`src/rtl/bus_slave_regfile.sv`:
```
// rtl/bus_slave_regfile.sv - wait-state register file slave with a constant ID register at index 0
// Optional error response: define BUS_SLAVE_REGFILE_ERR_EN to drive err on bad accesses.
module bus_slave_regfile #(
   parameter int                ADDR_W      = 16,
   parameter int                DATA_W      = 32,
   parameter int                NUM_REGS    = 16,
   parameter logic [ADDR_W-1:0] BASE_ADDR   = 16'h0010,
   parameter int                WAIT_CYCLES = 1
) (
   input  logic              clk,
   input  logic              reset,
   input  logic              valid,
   input  logic              read,
   input  logic              write,
   input  logic [ADDR_W-1:0] addr,
   input  logic [DATA_W-1:0] write_data,
   output logic              ready,
   output logic [DATA_W-1:0] read_data,
   output logic              err
);

   localparam int                IDX_W     = (NUM_REGS > 1) ? $clog2(NUM_REGS) : 1;
   localparam logic [DATA_W-1:0] ID_VALUE  = DATA_W'(32'h0B05_0001);
   localparam logic [3:0]        WAIT_LOAD = 4'(WAIT_CYCLES);

   typedef enum logic [1:0] {
      ST_IDLE,
      ST_WAIT,
      ST_RESP
   } state_t;

   state_t            r_state;
   state_t            w_next;
   logic [ADDR_W-1:0] r_addr;
   logic [DATA_W-1:0] r_wdata;
   logic              r_rd;
   logic              r_wr;
   logic [3:0]        r_cnt;
   logic [DATA_W-1:0] r_regs [NUM_REGS];

   logic              w_capture;
   logic [ADDR_W-1:0] w_offset;
   logic [ADDR_W-1:0] w_word;
   logic [IDX_W-1:0]  w_idx;
   logic              w_in_range;
   logic              w_wr_ok;
   logic              w_rd_ok;

   assign w_capture  = valid && (read || write);

   // Decode works on the captured address so late bus changes cannot disturb it.
   assign w_offset   = r_addr - BASE_ADDR;
   assign w_word     = w_offset >> 2;
   assign w_idx      = w_word[IDX_W-1:0];
   assign w_in_range = (w_offset[1:0] == 2'b00) && (w_word < ADDR_W'(NUM_REGS));

   // Index 0 is the read-only ID register, so writes to it are quietly discarded.
   assign w_wr_ok    = r_wr && !r_rd && w_in_range && (w_idx != '0);
   assign w_rd_ok    = r_rd && !r_wr && w_in_range;

`ifdef BUS_SLAVE_REGFILE_ERR_EN
   logic w_bad;
   assign w_bad = (r_rd && r_wr) || !w_in_range;
`endif

   // FSM state register.
   always_ff @(posedge clk or negedge reset) begin
      if (!reset) begin
         r_state <= ST_IDLE;
      end else begin
         r_state <= w_next;
      end
   end

   // Next-state logic: optional wait phase, abort when the master withdraws valid.
   always_comb begin
      w_next = r_state;
      case (r_state)
         ST_IDLE: begin
            if (w_capture) begin
               w_next = (WAIT_CYCLES > 0) ? ST_WAIT : ST_RESP;
            end
         end
         ST_WAIT: begin
            if (!valid) begin
               w_next = ST_IDLE;
            end else if (r_cnt <= 4'd1) begin
               w_next = ST_RESP;
            end
         end
         ST_RESP: w_next = ST_IDLE;
         default: w_next = ST_IDLE;
      endcase
   end

   // Request capture in IDLE and wait-state down-counter.
   always_ff @(posedge clk or negedge reset) begin
      if (!reset) begin
         r_addr  <= '0;
         r_wdata <= '0;
         r_rd    <= 1'b0;
         r_wr    <= 1'b0;
         r_cnt   <= 4'd0;
      end else begin
         case (r_state)
            ST_IDLE: begin
               if (w_capture) begin
                  r_addr  <= addr;
                  r_wdata <= write_data;
                  r_rd    <= read;
                  r_wr    <= write;
                  r_cnt   <= WAIT_LOAD;
               end
            end
            ST_WAIT: begin
               if (r_cnt != 4'd0) begin
                  r_cnt <= r_cnt - 4'd1;
               end
            end
            default: r_cnt <= 4'd0;
         endcase
      end
   end

   // Register storage: a write commits on the edge that closes the response cycle.
   always_ff @(posedge clk or negedge reset) begin
      if (!reset) begin
         for (int i = 0; i < NUM_REGS; i++) begin
            r_regs[i] <= '0;
         end
      end else if ((r_state == ST_RESP) && w_wr_ok) begin
         r_regs[w_idx] <= r_wdata;
      end
   end

   // Response outputs are valid only in RESP and zero everywhere else.
   always_comb begin
      ready     = 1'b0;
      read_data = '0;
      err       = 1'b0;
      if (r_state == ST_RESP) begin
         ready = 1'b1;
         if (w_rd_ok) begin
            read_data = (w_idx == '0) ? ID_VALUE : r_regs[w_idx];
         end
`ifdef BUS_SLAVE_REGFILE_ERR_EN
         err = w_bad;
`endif
      end
   end

endmodule

```
`config.mk`:
```
export PLATFORM = sky130hd
export DESIGN_NAME = bus_slave_regfile
export DESIGN_NICKNAME = d
export VERILOG_FILES = /design/src/rtl/bus_slave_regfile.sv
export SDC_FILE = /design/constraint.sdc
export NUM_CORES = 1
export LEC_CHECK = 0
export BUFFER_PORTS_ARGS = -buffer_cell sky130_fd_sc_hd__buf_2
export CAP_MARGIN = 20
export CORE_MARGIN = 3
export CORE_UTILIZATION = 55
export DETAILED_ROUTE_END_ITERATION = 8
export PLACE_DENSITY_LB_ADDON = 0.08
export SLEW_MARGIN = 15
export SYNTH_ARGS = -nofsm -noshare
export SYNTH_HDL_FRONTEND = slang
export SYNTH_SLANG_ARGS = --single-unit
```
`constraint.sdc`:
```
create_clock -name clk -period 3.8 [get_ports clk]
set_input_delay 0.38 -clock clk [delete_from_list [all_inputs] [get_ports clk]]
set_output_delay 0.38 -clock clk [all_outputs]
set_load 0.01 [all_outputs]
```
### Word-level counts from Yosys, hierarchy flattened

Cells that the tools add are included.

| operators by class | value |
|---|---|
| $add $sub $neg | 2 |
| $lt $le $gt $ge | 4 |
| reduce and logical (&&, ||, !) cells | 20 |
| mux-type cells | 17 |
| eq/ne operators | 5 |
| bitwise gates (word level) | 1 |

Operators with widths:

| kind | count |
|---|---|
| bitwise mux 512 bit | 1 |
| two-way mux 32 bit | 6 |
| binary-select mux 32 bit (select 4 bit) | 1 |
| demux 32 bit (select 4 bit) | 1 |
| subtractor 16 x 5 -> 16 bit, second input constant | 1 |
| less-than comparator 14 x 5 -> 1 bit, second input constant | 1 |
| logical AND 1 bit | 9 |
| two-way mux 4 bit | 2 |
| one-hot mux 4 bit (2 select lines) | 1 |
| nonzero test 4 bit | 2 |
| two-way mux 2 bit | 3 |
| AND reduction 2 bit | 3 |
| greater-or-equal comparator 5 bit, second input constant | 1 |
| less-than comparator 5 x 1 -> 1 bit, second input constant | 1 |
| inverter 4 -> 5 bit | 1 |
| less-or-equal comparator 4 x 1 -> 1 bit, second input constant | 1 |
| logical NOT 2 bit | 2 |
| logical NOT 4 bit | 1 |
| inequality test 2 bit, second input constant | 2 |
| one-hot mux 2 bit (2 select lines) | 1 |
| subtractor 4 x 1 -> 4 bit, second input constant | 1 |
| inequality test 3 bit, second input constant | 1 |
| equality test 2 x 1 -> 1 bit, second input constant | 1 |
| equality test 2 bit, second input constant | 1 |
| 3 further kinds | 4 |

| storage, ports and cells | value |
|---|---|
| input bits | 53 |
| output and inout port bits | 34 |
| word-level logic and storage cells | 71 |
| register bits after elaboration | 568 |

### Logic depth before layout (Yosys ltp)

Gate-level depths: netlist of run 1.

| logic depth | value |
|---|---|
| depth in word-level cells | 8 |
| depth in mapped cells | 9 |
| depth with buffers taken out | 6 |

### Worst setup path after synthesis of run 1

Ideal clock, no wire load.

| timing path | value |
|---|---|
| kind | register to output |
| start point | register r_addr[4] |
| end point | output read_data[1] |
| path slack | 0.501 ns |
| stages on the path, launching flop included | 8 |
| arrival time | 2.919 ns |
| required time | 3.420 ns |
| buffers on the path | 1 |
| cell sequence | dfrtp_1 > clkinv_1 > buf_1 > ha_1 > nor4b_2 > a32oi_4 > or4b_4 > a2111oi_0 |

| between the ends | value |
|---|---|
| cells in the longest elaborated chain, start to end | 8 |
| elaborated cells on any way between the ends | 12 |
| those cells by class | add/sub (1); order compare (1); mux (6); bitwise (1); reduce/logical (3) |

Ends and longest elaborated chain:

| what | line | RTL |
|---|---|---|
| start, declared | 34 | `logic [ADDR_W-1:0] r_addr;` |
| start signal, assigned | 108 | `r_addr <= addr;` |
| subtractor 16 x 5 -> 16 bit * | 52 | `assign w_offset = r_addr - BASE_ADDR;` |
| inverter 4 -> 5 bit (implied by the code) | 144 | `read_data = (w_idx == '0) ? ID_VALUE : r_regs[w_idx];` |
| binary-select mux 32 bit (select 4 bit) | 144 |  |
| two-way mux 32 bit (implied by the code) (2 in series) | 144 |  |
| two-way mux 32 bit | 144 |  |
| two-way mux 32 bit * | 143 | `if (w_rd_ok) begin` |
| two-way mux 32 bit * | 141 | `if (r_state == ST_RESP) begin` |
| end, declared | 18 | `output logic [DATA_W-1:0] read_data,` |

Mark *: on every way between the ends. The rest lies on a longest branch, timed or not. The select of a mux whose other input is x is not followed.

### Final worst setup path of run 1

| timing path | value |
|---|---|
| start point | register r_addr[4] |
| end point | output read_data[28] |

The elaborated chain is that of the path after synthesis.

==> results.cfg, run 1 <==
[synth]
synth.area.top_cells = dfrtp_1 (55%), mux2_2 (12%), mux4_2 (11%), mux2_1 (11%), mux2i_1 (1.4%)
netlist_area_mm2 = 0.0260
yosys-top-cells-count = dfrtp_1 (568), mux2_2 (285), mux2_1 (245), mux4_2 (127), clkbuf_1 (97)
synth-edff-count = 0
yosysTopAreaCell = dfrtp_1
yosys.cell_count.top_type = dfrtp_1
syn_area_per_cell_um2 = 16.0
syn_nets = 1682
yosysWarnings = 0
synth_cell_types = 50
syn_inst = 1621
ys_ff_latch = 568
yosysSeqAreaShare_pct = 54.7
netlist.area_leader.share_pct = 54.7
synth-async-reset-ratio_pct = 100
synthFlopType = dfrtp_1

[worst_setup_path]
startpoint_type = flip-flop
max_stage_delay_ps = 720
regToRegSetupSlack_ps = 630
cp_slowest_cell = or4b_4
arrival_ps = 3320
crit_fanout = 6
end_kind = output pin
worstPathRequired_ps = 3420
path_class = flip-flop to output pin
worstPathCellList = clkinv_1 > ha_4 > nor4b_4 > a32oi_4 > or4b_4 > buf_4 > a2111oi_2 > buf_2

[pwr]
worst_ir_drop_vdd_mv = 0.793
leakage_nw = 14.3
p_per_area_mw_per_mm2 = 578

[floorplan]
start_util_pct = 55.7
die-area_mm2 = 0.0499
rows = 79
die_height_um = 223
pin_count = 87
die_x_um = 223
core-area_mm2 = 0.0467

[sta]
timing.hold.ws_ps = 47.9
hold_viol = 0
finalSetupTns_ps = 0
max_freq_ghz = 0.270
slew_headroom_pct = 28.1
setup_viol = 0
slew_violations = 0
rsz0062_at_grt = yes
layout_min_cycle_time_ps = 3700
skew_ps = 17.0
fin_crit_sh_pct = 97.4
worst_slew_pin_slew_ps = 1080

[clocking]
cts_max_path_buffers = 3
clk_latency_ps = 620
clk_pin_slew_ps = 60
htreeDepth = 2
cts_buffers = 58
root_buffer = clkbuf_16
cts_sinks = 568
cts_tree = built

[finish]
fill_cells = 3405
finalInstanceArea_mm2 = 0.0296
syn2layout_area_growth_pct = 13.8
drive_gt1_share_pct = 40.7
antenna_cells = 0
instances_no_fill = 2369
nNetsFinal = 1781

[routing]
num_vias = 14541
drtIter0Drc = 757
drc = 0
antenna_left = 0
dr.pass1.iters = 4
wl_mm = 61.6
routedWlPerCell_um = 26.0
viasPerCell = 6.14

[placed_design]
dp.cells = 2213
place_congestion = 0.762
dpl_cell_area_mm2 = 0.0272
post-dp-hpwl_mm = 35.7
io_buffers = 85

[global_route]
grt_start_max_net_pins = 113
antenna_found_initial = 0
globalRouteTotalUtil_pct = 25.8
grt-ovfl-total = 0
grt_pass1_wl_mm = 97.2
grt_pass1_vias = 15697

[status]
outcome = completed

[min_path]
worstHoldPathType = primary input to flip-flop

[run]
maxCapViolCount = 0
[worst max-delay path: cells and delay by family, from the launching register on]
kind,cells,cell delay [ps]
AND/OR/NAND/NOR,2,980
flip-flops,1,460
AO/OA/AOI/OAI,2,490
adder cells (fa/ha/maj),1,210
buffers and inverters,3,570
[cells by family (layout without fill, tap and decap cells)]
group | after synthesis | after routing | synth area share (%)
adder cells (fa/ha/maj) | 8 | 8 | 0.385
AO/OA/AOI/OAI | 72 | 72 | 2.85
other | 1 | 1 | 0.0144
multiplexers | 694 | 694 | 35.4
buffers and inverters | 177 | 317 | 3.44
flip-flops | 568 | 568 | 54.7
AND/OR/NAND/NOR | 100 | 101 | 3.19
XOR/XNOR | 1 | 1 | 0.0626
[report_power, final]
part,internal (W),switching [W]
logic,0.00165,0.00242
registers,0.00634,0.00113
clock network,0.00324,0.00234
total,0.0112,0.00588
[registers in the layout, summed over array words and instances, names as in the netlist]
| signal | flops |
|---|---|
| r_rd | 1 |
| r_wdata | 32 |
| r_wr | 1 |
| r_addr | 16 |
| r_state | 2 |
| r_cnt | 4 |
| r_regs | 512 |
[worst paths after layout]
kind / startpoint / end / depth (start not counted)
max: r_addr[4]$_DFFE_PN0P_ / read_data[28] / 8
min: write_data[7] / r_wdata[7]$_DFFE_PN0P_ / 2
max reg2reg: r_addr[8]$_DFFE_PN0P_ / r_regs[192]$_DFFE_PN0P_ / 6
max in group asynchronous: reset / r_state[0]$_DFFE_PN0P_ / 4
min in group asynchronous: reset / r_regs[232]$_DFFE_PN0P_ / 2
min reg2reg: r_regs[507]$_DFFE_PN0P_ / r_regs[507]$_DFFE_PN0P_ / 0
[layout by cell type (no fill, tap or decap), types with 4 or more instances in the layout]
| cell type | n |
|---|---|
| mux2_2 | 285 |
| buf_12 | 18 |
| buf_2 | 84 |
| clkbuf_1 | 18 |
| a211oi_1 | 26 |
| nand4_1 | 9 |
| nor4_4 | 16 |
| nor2_1 | 7 |
| nand2_1 | 4 |
| dfrtp_1 | 564 |
| mux2_1 | 245 |
| buf_4 | 58 |
| a221oi_1 | 7 |
| dlygate4sd3_1 | 48 |
| a2111oi_2 | 25 |
| mux2i_1 | 37 |
| o21ai_0 | 5 |
| nor2b_1 | 32 |
| ha_1 | 6 |
| nand3_1 | 4 |
| clkbuf_8 | 12 |
| clkbuf_16 | 58 |
| clkinv_2 | 7 |
| mux4_2 | 127 |
[cell type report]
| cell class | instances | area, um^2 | share of cell area [%] |
|---|---|---|---|
| well taps | 607 | 759 | 2.57 |
| clock inverters | 14 | 166 | 0.562 |
| inverters | 5 | 18.8 | 0.0634 |
| repair buffers | 210 | 1720 | 5.82 |
| clock buffers | 88 | 1680 | 5.69 |
| multi-input cells | 877 | 11000 | 37.2 |
| flip-flops and latches | 568 | 14200 | 48.1 |
[layer usage]
layer | part of all wire [%] | up-vias | wire [um] | global-route usage [%]
met5 | 0 | - | 0 | 0
met4 | 2.4 | 0 | 1480 | 6.95
met3 | 3.7 | 92 | 2290 | 3.53
met2 | 48 | 252 | 29500 | 41.2
met1 | 46 | 7933 | 28400 | 37.8
li1 | - | 6264 | - | -
[through the flow]
step / worst slack (ps) / util, % / power, W
floorplan: 501 / - / 0.00978
global placement: 511 / 58.2 / 0.0114
detailed placement: 473 / 58.2 / 0.0115
CTS: -3.23 / 63.4 / 0.0173
global route: -11.2 / 63.4 / 0.0179
finish: 97.2 / 63.4 / 0.0171
[what timing repair did]
action | CTS | global route
hold endpoints to repair | 148 | 0
resized for setup | 7 | 4
setup buffers | 5 | 0
endpoints found under the setup margin | 16 | 21
hold buffers | 48 | 0
pin swaps | 2 | 1
gates cloned | 1 | 0
(Power assumes the default switching activity.)
==> inputs of run 2 (changes only) <==
==> constraint.sdc (replaced) <==
create_clock -name clk -period 3.8 [get_ports clk]
set_input_delay 0.57 -clock clk [delete_from_list [all_inputs] [get_ports clk]]
set_output_delay 0.57 -clock clk [all_outputs]
set_load 0.01 [all_outputs]
==> run 2 against run 1 <==
Compared with the run above:
- clock skew shrank 1.3 ps
- total power grew 2.5%
- global-route usage shrank 0.82 points
- critical endpoint is now read_data[10]
- largest power group unchanged
- highest routed layer unchanged
==> results.cfg, run 2 (synthesis gave the netlist of run 1 again) <==
[status]
outcome = completed

[worst_setup_path]
end_kind = output pin
arrival_ps = 3130
path_class = flip-flop to output pin
worstPathRequired_ps = 3230
cp_top_family = simple AND/OR/NAND/NOR gates
crit_buf_inv = 3
max_stage_delay_ps = 600
startpoint_type = flip-flop
crit_fanout = 6
worstPathCellList = clkinv_2 > ha_4 > nor3b_4 > xor2_4 > or4b_4 > buf_4 > a2111oi_2 > buf_2
cp_slowest_cell = or4b_4

[placed_design]
dpl_cell_area_mm2 = 0.0272
dp.cells = 2223
place_congestion = 0.754
post-dp-hpwl_mm = 36.2
io_buffers = 85

[floorplan]
pin_count = 87
core-area_mm2 = 0.0467
die-area_mm2 = 0.0499
rows = 79
die_height_um = 223
die_x_um = 223
start_util_pct = 55.7

[global_route]
grt_use_met1_pct = 37.1
grt_start_max_net_pins = 75
grt_pass1_vias = 15562
globalRouteTotalUtil_pct = 25.0
grt-ovfl-total = 0
grt_pass1_wl_mm = 95.5
grtUsageMet3_pct = 3.09
use_met2_pct = 40.0
grt-busiest-layer = met2
antenna_found_initial = 0

[routing]
viasPerCell = 6.13
routedWlPerCell_um = 25.7
dr.pass1.iters = 5
antenna_left = 0
wl_mm = 60.2
drtIter0Drc = 868
num_vias = 14335
drc = 0

[sta]
setup_viol = 0
fin_crit_sh_pct = 97.3
skew_ps = 15.7
slew_headroom_pct = 44.8
slew_violations = 0
max_freq_ghz = 0.271
worst_slew_pin_slew_ps = 828
layout_min_cycle_time_ps = 3700
hold_viol = 0

[finish]
multi_input_area_mm2 = 0.0111
instances_no_fill = 2340
regMostFlops = r_regs
fill_cells = 3489
seqCellArea_mm2 = 0.0142
final_common_cell = dfrtp_1
finalInstanceArea_mm2 = 0.0295
drive_gt1_share_pct = 42.7
syn2layout_area_growth_pct = 13.6
antenna_cells = 0
most-common-layout-cells = dfrtp_1 (565), mux2_2 (285), mux2_1 (245), mux4_2 (127), buf_2 (84)
top_regs = r_regs x512, r_wdata x32, r_addr x16
post-route-util_pct = 63.3
nNetsFinal = 1749
largest_register_ffs = 512

[clocking]
clk_latency_ps = 600
cts_tree = built
htreeDepth = 2
cts_max_path_buffers = 3
cts_sinks = 568
root_buffer = clkbuf_16
cts_buffers = 60
clk_pin_slew_ps = 60

[pwr]
p_per_area_mw_per_mm2 = 594
leakage_nw = 14.3
total_power_w = 0.0176
worst_ir_drop_vdd_mv = 0.694

[run]
maxCapViolCount = 0

[min_path]
worstHoldPathType = primary input to flip-flop
[run 2: changes by cell type in the layout (fill, tap and decap cells not counted), moves of 2 or more]
| cell | delta |
|---|---|
| buf_4 | +12 |
| dlygate4sd3_1 | -47 |
| bufinv_16 | +3 |
| a2111oi_1 | +2 |
| a221oi_2 | +3 |
| buf_8 | +2 |
| a221oi_1 | -3 |
| a2111oi_2 | -11 |
| clkinvlp_4 | +2 |
| clkbuf_16 | +3 |
| a2111oi_4 | +10 |
[run 2: final timing paths]
kind                                           end  slack [ps]  cells past startpoint               startpoint
min in group asynchronous  r_regs[456]$_DFFE_PN0P_         570                      2                    reset
max                                  read_data[10]         100                      8    r_addr[4]$_DFFE_PN0P_
min                        r_wdata[16]$_DFFE_PN0P_         200                      2           write_data[16]
max in group asynchronous   r_regs[62]$_DFFE_PN0P_        2090                      4                    reset
max reg2reg                r_regs[262]$_DFFE_PN0P_         930                      9    r_addr[4]$_DFFE_PN0P_
min reg2reg                r_regs[497]$_DFFE_PN0P_         370                      0  r_regs[497]$_DFFE_PN0P_
[run 2: metal layers]
layer	part of all wire [%]	up-vias
met4	2.0	0
met2	48	249
met5	0	-
met1	47	7817
li1	-	6188
met3	3.1	81
[run 2: repair_timing]
action,4_1_cts,5_1_grt
pin swaps,2,3
hold endpoints to repair,64,0
buffers inserted,6,3
hold buffers,1,0
gates resized for setup,8,18
endpoints found under the setup margin,32,16
[run 2: power breakdown]
group / leakage, nW / internal [W] / switching [W]
Combinational: 5.52 / 0.00175 / 0.00246
Sequential: 7.82 / 0.00634 / 0.00106
Clock: 0.972 / 0.00358 / 0.00236
[run 2: final cells by class]
type	instances	area share [%]
Clock inverter	16	0.817
Sequential cell	568	48.2
Clock buffer	91	5.95
Timing Repair Buffer	177	4.70
Tap cell	607	2.57
Inverter	5	0.0678
Multi-Input combinational cell	876	37.7
[run 2: stage by stage]
stage	hold slack [ps]	TNS, ps	setup WS (ps)
after floorplan	274	0	311
after global placement	357	0	412
after detailed placement	363	0	320
after CTS	161	0	15.6
after global routing	176	-9.30	-7.05
final	198	0	104
